===== config.mk =====
export PLATFORM = sky130hd
export DESIGN_NAME = turn_signal_fsm_flat
export DESIGN_NICKNAME = d
export VERILOG_FILES = /design/src/rtl/turn_signal_fsm_if.sv /design/src/rtl/turn_signal_fsm.sv /design/src/flat_wrapper.sv
export SDC_FILE = /design/constraint.sdc
export NUM_CORES = 1
export LEC_CHECK = 0
export CORE_ASPECT_RATIO = 0.75
export CORE_MARGIN = 5
export CORE_UTILIZATION = 49
export DETAILED_ROUTE_END_ITERATION = 10
export HOLD_SLACK_MARGIN = 0.12
export PLACE_DENSITY = 0.68
export SLEW_MARGIN = 30
export SYNTH_ARGS = -nofsm -noshare
export SYNTH_HDL_FRONTEND = slang
export SYNTH_SLANG_ARGS = --single-unit

===== constraint.sdc =====
create_clock -name clk -period 3.2 [get_ports clk]
set_input_delay 0.32 -clock clk [delete_from_list [all_inputs] [get_ports clk]]
set_output_delay 0.32 -clock clk [all_outputs]
set_load 0.02 [all_outputs]

===== src/rtl/turn_signal_fsm_if.sv =====
// Switch inputs and tail-light state outputs of the turn/hazard controller.
// The master drives the raw switches; the slave (controller) drives state/tick/phase.
interface turn_signal_fsm_if;
  logic [1:0] SW;
  logic       HAZ;
  logic [2:0] CurrentState;
  logic       tick;
  logic [1:0] phase;

  modport master (
    output SW,
    output HAZ,
    input  CurrentState,
    input  tick,
    input  phase
  );

  modport slave (
    input  SW,
    input  HAZ,
    output CurrentState,
    output tick,
    output phase
  );
endinterface


===== src/rtl/turn_signal_fsm.sv =====
// Turn/hazard input controller: synchronise and debounce switches, generate the
// flash step tick, and sequence 4-step turn sweeps that complete unless hazards preempt.
module turn_signal_fsm #(
  parameter int unsigned TICK_DIV   = 12_500_000,
  parameter int unsigned DEB_CYCLES = 500_000,
  parameter int unsigned DIV_W      = 24
) (
  input  logic              clk,
  input  logic              reset,
  turn_signal_fsm_if.slave  bus
);

  localparam logic [2:0] ST_IDLE  = 3'b000;
  localparam logic [2:0] ST_HAZ   = 3'b001;
  localparam logic [2:0] ST_LEFT  = 3'b010;
  localparam logic [2:0] ST_RIGHT = 3'b011;

  localparam logic [DIV_W-1:0] PRE_LAST = DIV_W'(TICK_DIV - 1);
  localparam logic [DIV_W-1:0] DEB_LAST = DIV_W'(DEB_CYCLES - 1);

  // Bit 2 = HAZ, bits 1:0 = SW
  logic [2:0]       r_sync1;
  logic [2:0]       r_sync2;
  logic [2:0]       r_deb;
  logic [DIV_W-1:0] r_deb_cnt [3];

  logic [DIV_W-1:0] r_pre;
  logic             r_tick;
  logic [2:0]       r_state;
  logic [1:0]       r_phase;

  logic             w_haz;
  logic             w_left;
  logic             w_right;
  logic [2:0]       w_next_state;
  logic [1:0]       w_next_phase;

  always_ff @(posedge clk or posedge reset) begin
    if (reset) begin
      r_sync1 <= '0;
      r_sync2 <= '0;
    end else begin
      r_sync1 <= {bus.HAZ, bus.SW};
      r_sync2 <= r_sync1;
    end
  end

  always_ff @(posedge clk or posedge reset) begin
    if (reset) begin
      r_deb <= '0;
      for (int unsigned i = 0; i < 3; i++) begin
        r_deb_cnt[i] <= '0;
      end
    end else begin
      for (int unsigned i = 0; i < 3; i++) begin
        if (r_sync2[i] == r_deb[i]) begin
          r_deb_cnt[i] <= '0;
        end else if (r_deb_cnt[i] == DEB_LAST) begin
          r_deb[i]     <= r_sync2[i];
          r_deb_cnt[i] <= '0;
        end else begin
          r_deb_cnt[i] <= r_deb_cnt[i] + 1'b1;
        end
      end
    end
  end

  always_ff @(posedge clk or posedge reset) begin
    if (reset) begin
      r_pre  <= '0;
      r_tick <= 1'b0;
    end else if (r_pre == PRE_LAST) begin
      r_pre  <= '0;
      r_tick <= 1'b1;
    end else begin
      r_pre  <= r_pre + 1'b1;
      r_tick <= 1'b0;
    end
  end

  assign w_haz   = r_deb[2] | (r_deb[1:0] == 2'b11);
  assign w_left  = (r_deb[1:0] == 2'b01);
  assign w_right = (r_deb[1:0] == 2'b10);

  always_comb begin
    w_next_state = ST_IDLE;
    w_next_phase = '0;
    case (r_state)
      ST_IDLE, ST_HAZ: begin
        if (w_haz)        w_next_state = ST_HAZ;
        else if (w_left)  w_next_state = ST_LEFT;
        else if (w_right) w_next_state = ST_RIGHT;
        else              w_next_state = ST_IDLE;
      end
      ST_LEFT, ST_RIGHT: begin
        if (w_haz) begin
          w_next_state = ST_HAZ;
        end else if (r_phase != 2'd3) begin
          w_next_state = r_state;
          w_next_phase = r_phase + 2'd1;
        end else if (w_left) begin
          w_next_state = ST_LEFT;
        end else if (w_right) begin
          w_next_state = ST_RIGHT;
        end else begin
          w_next_state = ST_IDLE;
        end
      end
      default: begin
        w_next_state = ST_IDLE;
        w_next_phase = '0;
      end
    endcase
  end

  // Illegal codes recover on any edge; legal states only advance on a tick.
  always_ff @(posedge clk or posedge reset) begin
    if (reset) begin
      r_state <= ST_IDLE;
      r_phase <= '0;
    end else if (r_tick || (r_state > ST_RIGHT)) begin
      r_state <= w_next_state;
      r_phase <= w_next_phase;
    end
  end

  assign bus.CurrentState = r_state;
  assign bus.tick         = r_tick;
  assign bus.phase        = r_phase;

endmodule


===== src/flat_wrapper.sv =====
// flat-port wrapper written by rule: the top's interface ports become plain ports
module turn_signal_fsm_flat 
#(
  parameter int unsigned TICK_DIV   = 12_500_000,
  parameter int unsigned DEB_CYCLES = 500_000,
  parameter int unsigned DIV_W      = 24
)
  (clk, reset, bus_SW, bus_HAZ, bus_CurrentState, bus_tick, bus_phase);
  turn_signal_fsm_if bus_i ();
  input  logic clk;
  input  logic reset;
  input wire logic [$bits(bus_i.SW)-1:0] bus_SW;
  input wire logic [$bits(bus_i.HAZ)-1:0] bus_HAZ;
  output wire logic [$bits(bus_i.CurrentState)-1:0] bus_CurrentState;
  output wire logic [$bits(bus_i.tick)-1:0] bus_tick;
  output wire logic [$bits(bus_i.phase)-1:0] bus_phase;
  assign bus_i.SW = bus_SW;
  assign bus_i.HAZ = bus_HAZ;
  assign bus_CurrentState = bus_i.CurrentState;
  assign bus_tick = bus_i.tick;
  assign bus_phase = bus_i.phase;
  turn_signal_fsm #(.TICK_DIV(TICK_DIV), .DEB_CYCLES(DEB_CYCLES), .DIV_W(DIV_W)) u_core (.clk(clk), .reset(reset), .bus(bus_i));
endmodule

==> results_dict.tcl, run 1 <==
set metrics [dict create \
    fmax_mhz 453 \
    synth-seq-cells 110 \
    critPathBufInv 1 \
    die-area_um2 13500 \
    route.detailed.drc 0 \
    grt_pass1_vias 3996 \
    grt_start_max_net_pins 55 \
    synth_simple_gate_area_frac 0.273 \
    cts_tree "built" \
    gp_congestion 0.834 \
    status "completed" \
    rsz0062_at_grt "false" \
    critPathLaunch "u_core.r_deb_cnt[19]" \
    async_flop_share 1.00 \
    critPathCapture "u_core.r_deb_cnt[19]" \
    fin_crit_sh 0.689 \
    hp-class "flip-flop to flip-flop" \
    drtIter0Drc 294 \
    worstPathArrival_ns 2.43 \
    comb_power_share 0.030 \
    powerDensity_nw_per_um2 426 \
    fin_area_um2 6050 \
    relSlewSlack 0.481 \
    slew_violations 0 \
    dr_total_vias 4166 \
    htree_levels 3 \
    postCtsHoldBufs 0 \
    cts_sinks 110 \
    r2r_cells 5 \
    area_delta_synth_final_pct 9.94 \
    final_util 0.553 \
    nNetsFinal 575 \
    leakage_nw 2.45 \
    io_buffers 9 \
    required_ns 3.43 \
    synth_edf_count 0 \
    insertion_delay_ns 0.35 \
    clockPowerShare 0.422 \
    hold_slack_ns 0.352 \
    ys_dominant_reg_cell "dfrtp_1" \
    cp_num_cells 5 \
    hold_violations 0 \
    die_y_um 102 \
    crit_chain "nor4b_1 -> nand4_1 -> o31ai_2 -> buf_4 -> a21oi_1" \
    r2r_end "u_core.r_deb_cnt[19]" \
    p_sw_mw 0.577 \
    chipWidth_um 132 \
    wl_per_cell_um 15.4 \
    syn-cell-area_um2 5500 \
    final_layout_size_suffix_gt1_frac 0.0581 \
    fin_setup_tns_ns 0 \
    antennaDiodeCount 0 \
    crit_type "flip-flop to flip-flop" \
    synth_xor_area_frac 0.0907 \
    cap_viol_max_count 0 \
    firstDrtPassIters 4 \
    cts.clk_slew.worst_paths_ns 0.08 \
    tightest_slew_ns 0.773 \
    finalSetupViolCount 0 \
    netSwitchingFraction 0.224 \
    synth_compound_area_frac 0.0719 \
    antenna_found_initial 0 \
    syn_nets 570 \
    endpoint_kind "flip-flop" \
    yosys_warnings 0 \
    clockRootBuffer "clkbuf_16" \
    grt_pass1_wl_um 19000 \
    overflow 0 \
    cts_buffers 9 \
    place_hpwl_um 7550 \
    via_per_inst 5.88 \
    cp_slowest_cell "o31ai_2" \
    fin_skew_ns 0.00696 \
    worstPathMaxFanout 13 \
    clockBufferDepth 2 \
    pre_cts_slack_ns 1.03 \
    io-pin-count 11 \
    coreArea_um2 10900 \
    cp_top_family "compound AO/OA/AOI/OAI gates" \
    grtUsageTotal 0.171 \
    irDropWorstVdd_mv 0.341 \
    start_util 0.503 \
    seq_power_share 0.548 \
    post_cts_buffers 0 \
    yosysSeqAreaShare 0.500 \
    synth_top_family_by_area "simple AND/OR/NAND/NOR gates" \
    synth.area.mux_share 0.0189 \
    placed_area_um2 5750 \
    cts_resized 0 \
    avgSynthCellArea_um2 9.86 \
    timing.final.crit_period_ns 2.21 \
    ff2ff_setup_slack_ns 0.99 \
    ys_types 47 \
    drtAntennaViolNets 0 \
    timing.rr.start "u_core.r_deb_cnt[19]" \
    routed_wl_um 10900 \
    rows 33 \
    start_kind "flip-flop" \
    synth-adder-area-share 0.0159 \
    worst_slack_ns 0.995 \
    intPower_mw 2.00 \
    syn_inst 558 \
    cpPeakStageDelay_ns 0.73 \
]
## layout by cell type, fill, tap and decap left out, drive strengths merged, types with 5 or more instances in the layout
cell type / netlist / layout
nand3: 33 / 33
or4: 16 / 16
and3: 9 / 9
and4: 12 / 12
mux2i: 7 / 7
nor4: 17 / 17
clkdlybuf4s50: 0 / 9
xnor2: 24 / 24
nor3: 11 / 11
or3: 14 / 14
o31ai: 18 / 18
inv: 18 / 19
xor2: 33 / 33
clkbuf: 15 / 11
nor2: 66 / 66
ha: 7 / 7
nand4: 40 / 40
a21oi: 25 / 25
dfrtp: 110 / 110
o21ai: 17 / 17
nand2: 29 / 29
nor4b: 5 / 5
buf: 6 / 6
## layer usage
| metal | track usage | vias to the layer above | share of wire |
|---|---|---|---|
| met2 | 0.266 | 72 | 0.45 |
| met1 | 0.240 | 2029 | 0.50 |
| met3 | 0.0402 | 14 | 0.039 |
| met4 | 0.0532 | 0 | 0.013 |
| li1 | - | 2051 | - |
| met5 | 0 | - | 0 |
## cells by family (layout without fill, tap and decap cells)
| kind of cell | Yosys count | after routing |
|---|---|---|
| AO/OA/AOI/OAI | 67 | 67 |
| XOR/XNOR | 57 | 57 |
| adder cells (fa/ha/maj) | 7 | 7 |
| buffers and inverters | 39 | 49 |
| flip-flops | 110 | 110 |
| multiplexers | 10 | 10 |
| other | 1 | 1 |
| AND/OR/NAND/NOR | 267 | 267 |
## worst reg2reg max path, cell delays in order, from the launching register on
cell     delay [ns]
dfrtp_1        0.42
nor4b_1        0.35
nand4_1        0.21
o31ai_2        0.73
buf_4          0.32
a21oi_1        0.06
## cell type report
class / count / area, µm²
flip-flops and latches: 110 / 2750
inverters: 18 / 71.3
repair buffers: 15 / 148
clock buffers: 11 / 253
fillers: 970 / 4890
multi-input cells: 409 / 2610
well taps: 140 / 175
clock inverters: 5 / 40.0
## registers in the layout, indices dropped and copies added, names as in the netlist
name / flops
u_core.bus.phase: 2
u_core.r_deb_cnt: 72
u_core.bus.CurrentState: 2
u_core.bus.tick: 1
u_core.r_sync2: 3
u_core.r_pre: 24
u_core.r_sync1: 3
u_core.r_deb: 3
## worst min path at each step
stage                            startpoint                end  slack, ns  cells past startpoint
after floorplan           u_core.r_sync1[0]  u_core.r_sync2[0]       0.33                      0
after global placement    u_core.r_sync1[1]  u_core.r_sync2[1]       0.33                      0
after detailed placement  u_core.r_sync1[1]  u_core.r_sync2[1]       0.34                      0
after CTS                 u_core.r_sync1[1]  u_core.r_sync2[1]       0.35                      0
after global routing      u_core.r_sync1[2]  u_core.r_sync2[2]       0.37                      0
final                     u_core.r_sync1[1]  u_core.r_sync2[1]       0.35                      0
## metrics by stage
stage / std cells / power [mW]
2_1_floorplan: 558 / 1.49
3_3_place_gp: 692 / 1.52
3_5_place_dp: 692 / 1.52
4_1_cts: 708 / 2.62
5_1_grt: 708 / 2.69
6_report: 708 / 2.58
## synth_stat cells (2+ instances only)
cell type / n / area [µm²]
nor2b_1: 3 / 18.8
nor2_1: 66 / 248
and2_1: 2 / 12.5
nand4_1: 39 / 244
o22ai_1: 3 / 18.8
or4_1: 15 / 113
clkbuf_1: 15 / 56.3
or3_1: 14 / 87.6
or4b_1: 3 / 30.0
nor4b_1: 5 / 43.8
nand3_2: 2 / 20.0
inv_1: 18 / 67.6
dfrtp_1: 110 / 2750
xnor2_1: 24 / 210
ha_1: 7 / 87.6
o21ai_0: 10 / 50.1
nor4_1: 16 / 100
and4_1: 11 / 96.3
nand3_1: 31 / 155
mux2_1: 2 / 22.5
nor3_1: 11 / 55.1
a21oi_1: 25 / 125
nand2_1: 29 / 109
buf_2: 5 / 25.0
and3_1: 9 / 56.3
mux2i_1: 7 / 70.1
o21ai_1: 7 / 35.0
xor2_1: 33 / 289
o31ai_1: 18 / 135
## power groups by stage
stage	sequential (mW)	combinational (mW)	clock, mW
floorplan	1.44	0.0520	0
global placement	1.44	0.0763	0
detailed placement	1.44	0.0789	0
CTS	1.41	0.0806	1.13
global route	1.42	0.0895	1.18
finish	1.41	0.0767	1.09
No activity file was read; power rests on OpenSTA's default activity.
==> run 2, diff against run 1 <==
--- a/config.mk
+++ b/config.mk
@@ -10,7 +10,7 @@
 export CORE_UTILIZATION = 49
 export DETAILED_ROUTE_END_ITERATION = 10
 export HOLD_SLACK_MARGIN = 0.12
-export PLACE_DENSITY = 0.68
+export PLACE_DENSITY = 0.65
 export SLEW_MARGIN = 30
 export SYNTH_ARGS = -nofsm -noshare
 export SYNTH_HDL_FRONTEND = slang
==> constraint.sdc (replaced) <==
create_clock -name clk -period 2.05 [get_ports clk]
set_input_delay 0.205 -clock clk [delete_from_list [all_inputs] [get_ports clk]]
set_output_delay 0.205 -clock clk [all_outputs]
set_load 0.02 [all_outputs]
==> run 2 against run 1 <==
Against the previous run: combinational power up 62%; sequential cell count unchanged; count of clock-buffer cells in the layout unchanged; wire length down 1.6%; worst hold slack worse by 0.13 ns; critical path type unchanged; largest cell class unchanged; largest power group unchanged.
==> results_dict.tcl, run 2 (synthesis gave the netlist of run 1 again) <==
set metrics [dict create \
    gp_congestion 0.853 \
    m1WireLength_um 5340 \
    pre_cts_slack_ns 0.0517 \
    layout_common_cells "dfrtp_1, nor2_1, nand4_1" \
    cts_tree "built" \
    r2r_end "u_core.r_deb_cnt[44]" \
    power_mw 3.91 \
    antennaDiodeCount 0 \
    cts_sinks 110 \
    rows 33 \
    grt_pass1_wl_um 19200 \
    clockBufferDepth 2 \
    irDropWorstVdd_mv 0.402 \
    start_kind "flip-flop" \
    io-pin-count 11 \
    final_layout_size_suffix_gt1_frac 0.0842 \
    top_layer_used "met4" \
    fin_setup_tns_ns 0 \
    htree_levels 3 \
    wl_per_cell_um 14.8 \
    route.met3.wl_um 456 \
    slew_violations 0 \
    dr_total_vias 4224 \
    die-area_um2 13500 \
    cts_buffers 9 \
    grt_start_max_net_pins 43 \
    fin_crit_sh 0.934 \
    status "completed" \
    largest_register "u_core.r_deb_cnt" \
    largest_reg_flops 72 \
    final_util 0.563 \
    leakage_nw 2.51 \
    final_cells 722 \
    routed_wl_um 10700 \
    chipWidth_um 132 \
    post_cts_buffers 0 \
    die_y_um 102 \
    place_hpwl_um 7540 \
    finalSetupViolCount 0 \
    antenna_found_initial 0 \
    worstPathMaxFanout 8 \
    clockRootBuffer "clkbuf_16" \
    grtUsageTotal 0.171 \
    drtAntennaViolNets 0 \
    critPathCapture "u_core.r_deb_cnt[44]" \
    hold_slack_ns 0.218 \
    ff2ff_setup_slack_ns 0.13 \
    wl_met2_um 4780 \
    layout_commonest_cell "dfrtp_1" \
    firstDrtPassIters 5 \
    io_buffers 9 \
    start_util 0.503 \
    area_delta_synth_final_pct 12.0 \
    required_ns 2.30 \
    via_per_inst 5.85 \
    rsz0062_at_grt "false" \
    timing.rr.start "u_core.r_deb_cnt[31]" \
    critPathLaunch "u_core.r_deb_cnt[31]" \
    fmax_mhz 522 \
    insertion_delay_ns 0.34 \
    grt_pass1_vias 4090 \
    fin_skew_ns 0.00364 \
    overflow 0 \
    drtIter0Drc 325 \
    r2r_cells 4 \
    place_inst 708 \
    fin_area_um2 6160 \
    powerDensity_nw_per_um2 635 \
    largest_registers "u_core.r_deb_cnt: 72 flops, u_core.r_pre: 24 flops" \
    worstPathArrival_ns 2.17 \
    cts.clk_slew.worst_paths_ns 0.07 \
    hp-class "primary input to asynchronous set/reset pin" \
    worst_slack_ns 0.135 \
    hold_violations 0 \
    route.detailed.drc 0 \
    crit_type "flip-flop to flip-flop" \
    nNetsFinal 591 \
    cap_viol_max_count 0 \
    timing.final.crit_period_ns 1.92 \
    placed_area_um2 5880 \
    coreArea_um2 10900 \
    endpoint_kind "flip-flop" \
]
run 2: cell count changes in the layout (fill, tap and decap cells not counted), sizes merged:
| cell | change |
|---|---|
| buf | +16 |
| inv | -2 |
| clkinv | -1 |
| clkinvlp | +1 |
run 2: layer usage:
metal  global-route usage  vias to the layer above
met2                0.268                       83
met5                    0                        -
li1                     -                     2067
met4               0.0438                        0
met3               0.0427                       15
met1                0.240                     2059
run 2: worst min path at each step:
| stage | to | cells past startpoint | slack, ns |
|---|---|---|---|
| after floorplan | u_core.r_sync1[0] | 0 | 0.24 |
| after global placement | u_core.r_sync2[1] | 0 | 0.34 |
| after detailed placement | u_core.r_sync2[0] | 0 | 0.34 |
| after CTS | u_core.r_deb_cnt[63] | 2 | 0.22 |
| after global routing | u_core.r_deb_cnt[63] | 2 | 0.25 |
| final | u_core.r_deb_cnt[63] | 2 | 0.22 |
run 2: area by class of cell:
| class | instances | area, µm² |
|---|---|---|
| Fill cell | 960 | 4780 |
| Tap cell | 140 | 175 |
| Sequential cell | 110 | 2750 |
| Timing Repair Buffer | 31 | 280 |
| Clock inverter | 3 | 22.5 |
| Clock buffer | 11 | 243 |
| Multi-Input combinational cell | 409 | 2620 |
| Inverter | 18 | 71.3 |
run 2: report_power, final:
| group | switching [mW] | leakage [nW] | internal, mW |
|---|---|---|---|
| Clock | 0.737 | 0.120 | 0.844 |
| Combinational | 0.0832 | 0.887 | 0.0410 |
| Sequential | 0.0189 | 1.50 | 2.19 |
| Total | 0.839 | 2.51 | 3.07 |
run 2: what timing repair did:
| item | 4_1_cts | 5_1_grt |
|---|---|---|
| gates resized for setup | 1 | 3 |
| setup endpoints to repair | 1 | 3 |
| hold buffers | 0 | 0 |
| pin swaps | 0 | 2 |
run 2: worst max-delay path, cell delays in order (launching register included):
cell	delay [ns]
dfrtp_1	0.50
nand4_1	0.21
or4_4	0.58
or3_1	0.33
a21oi_1	0.20
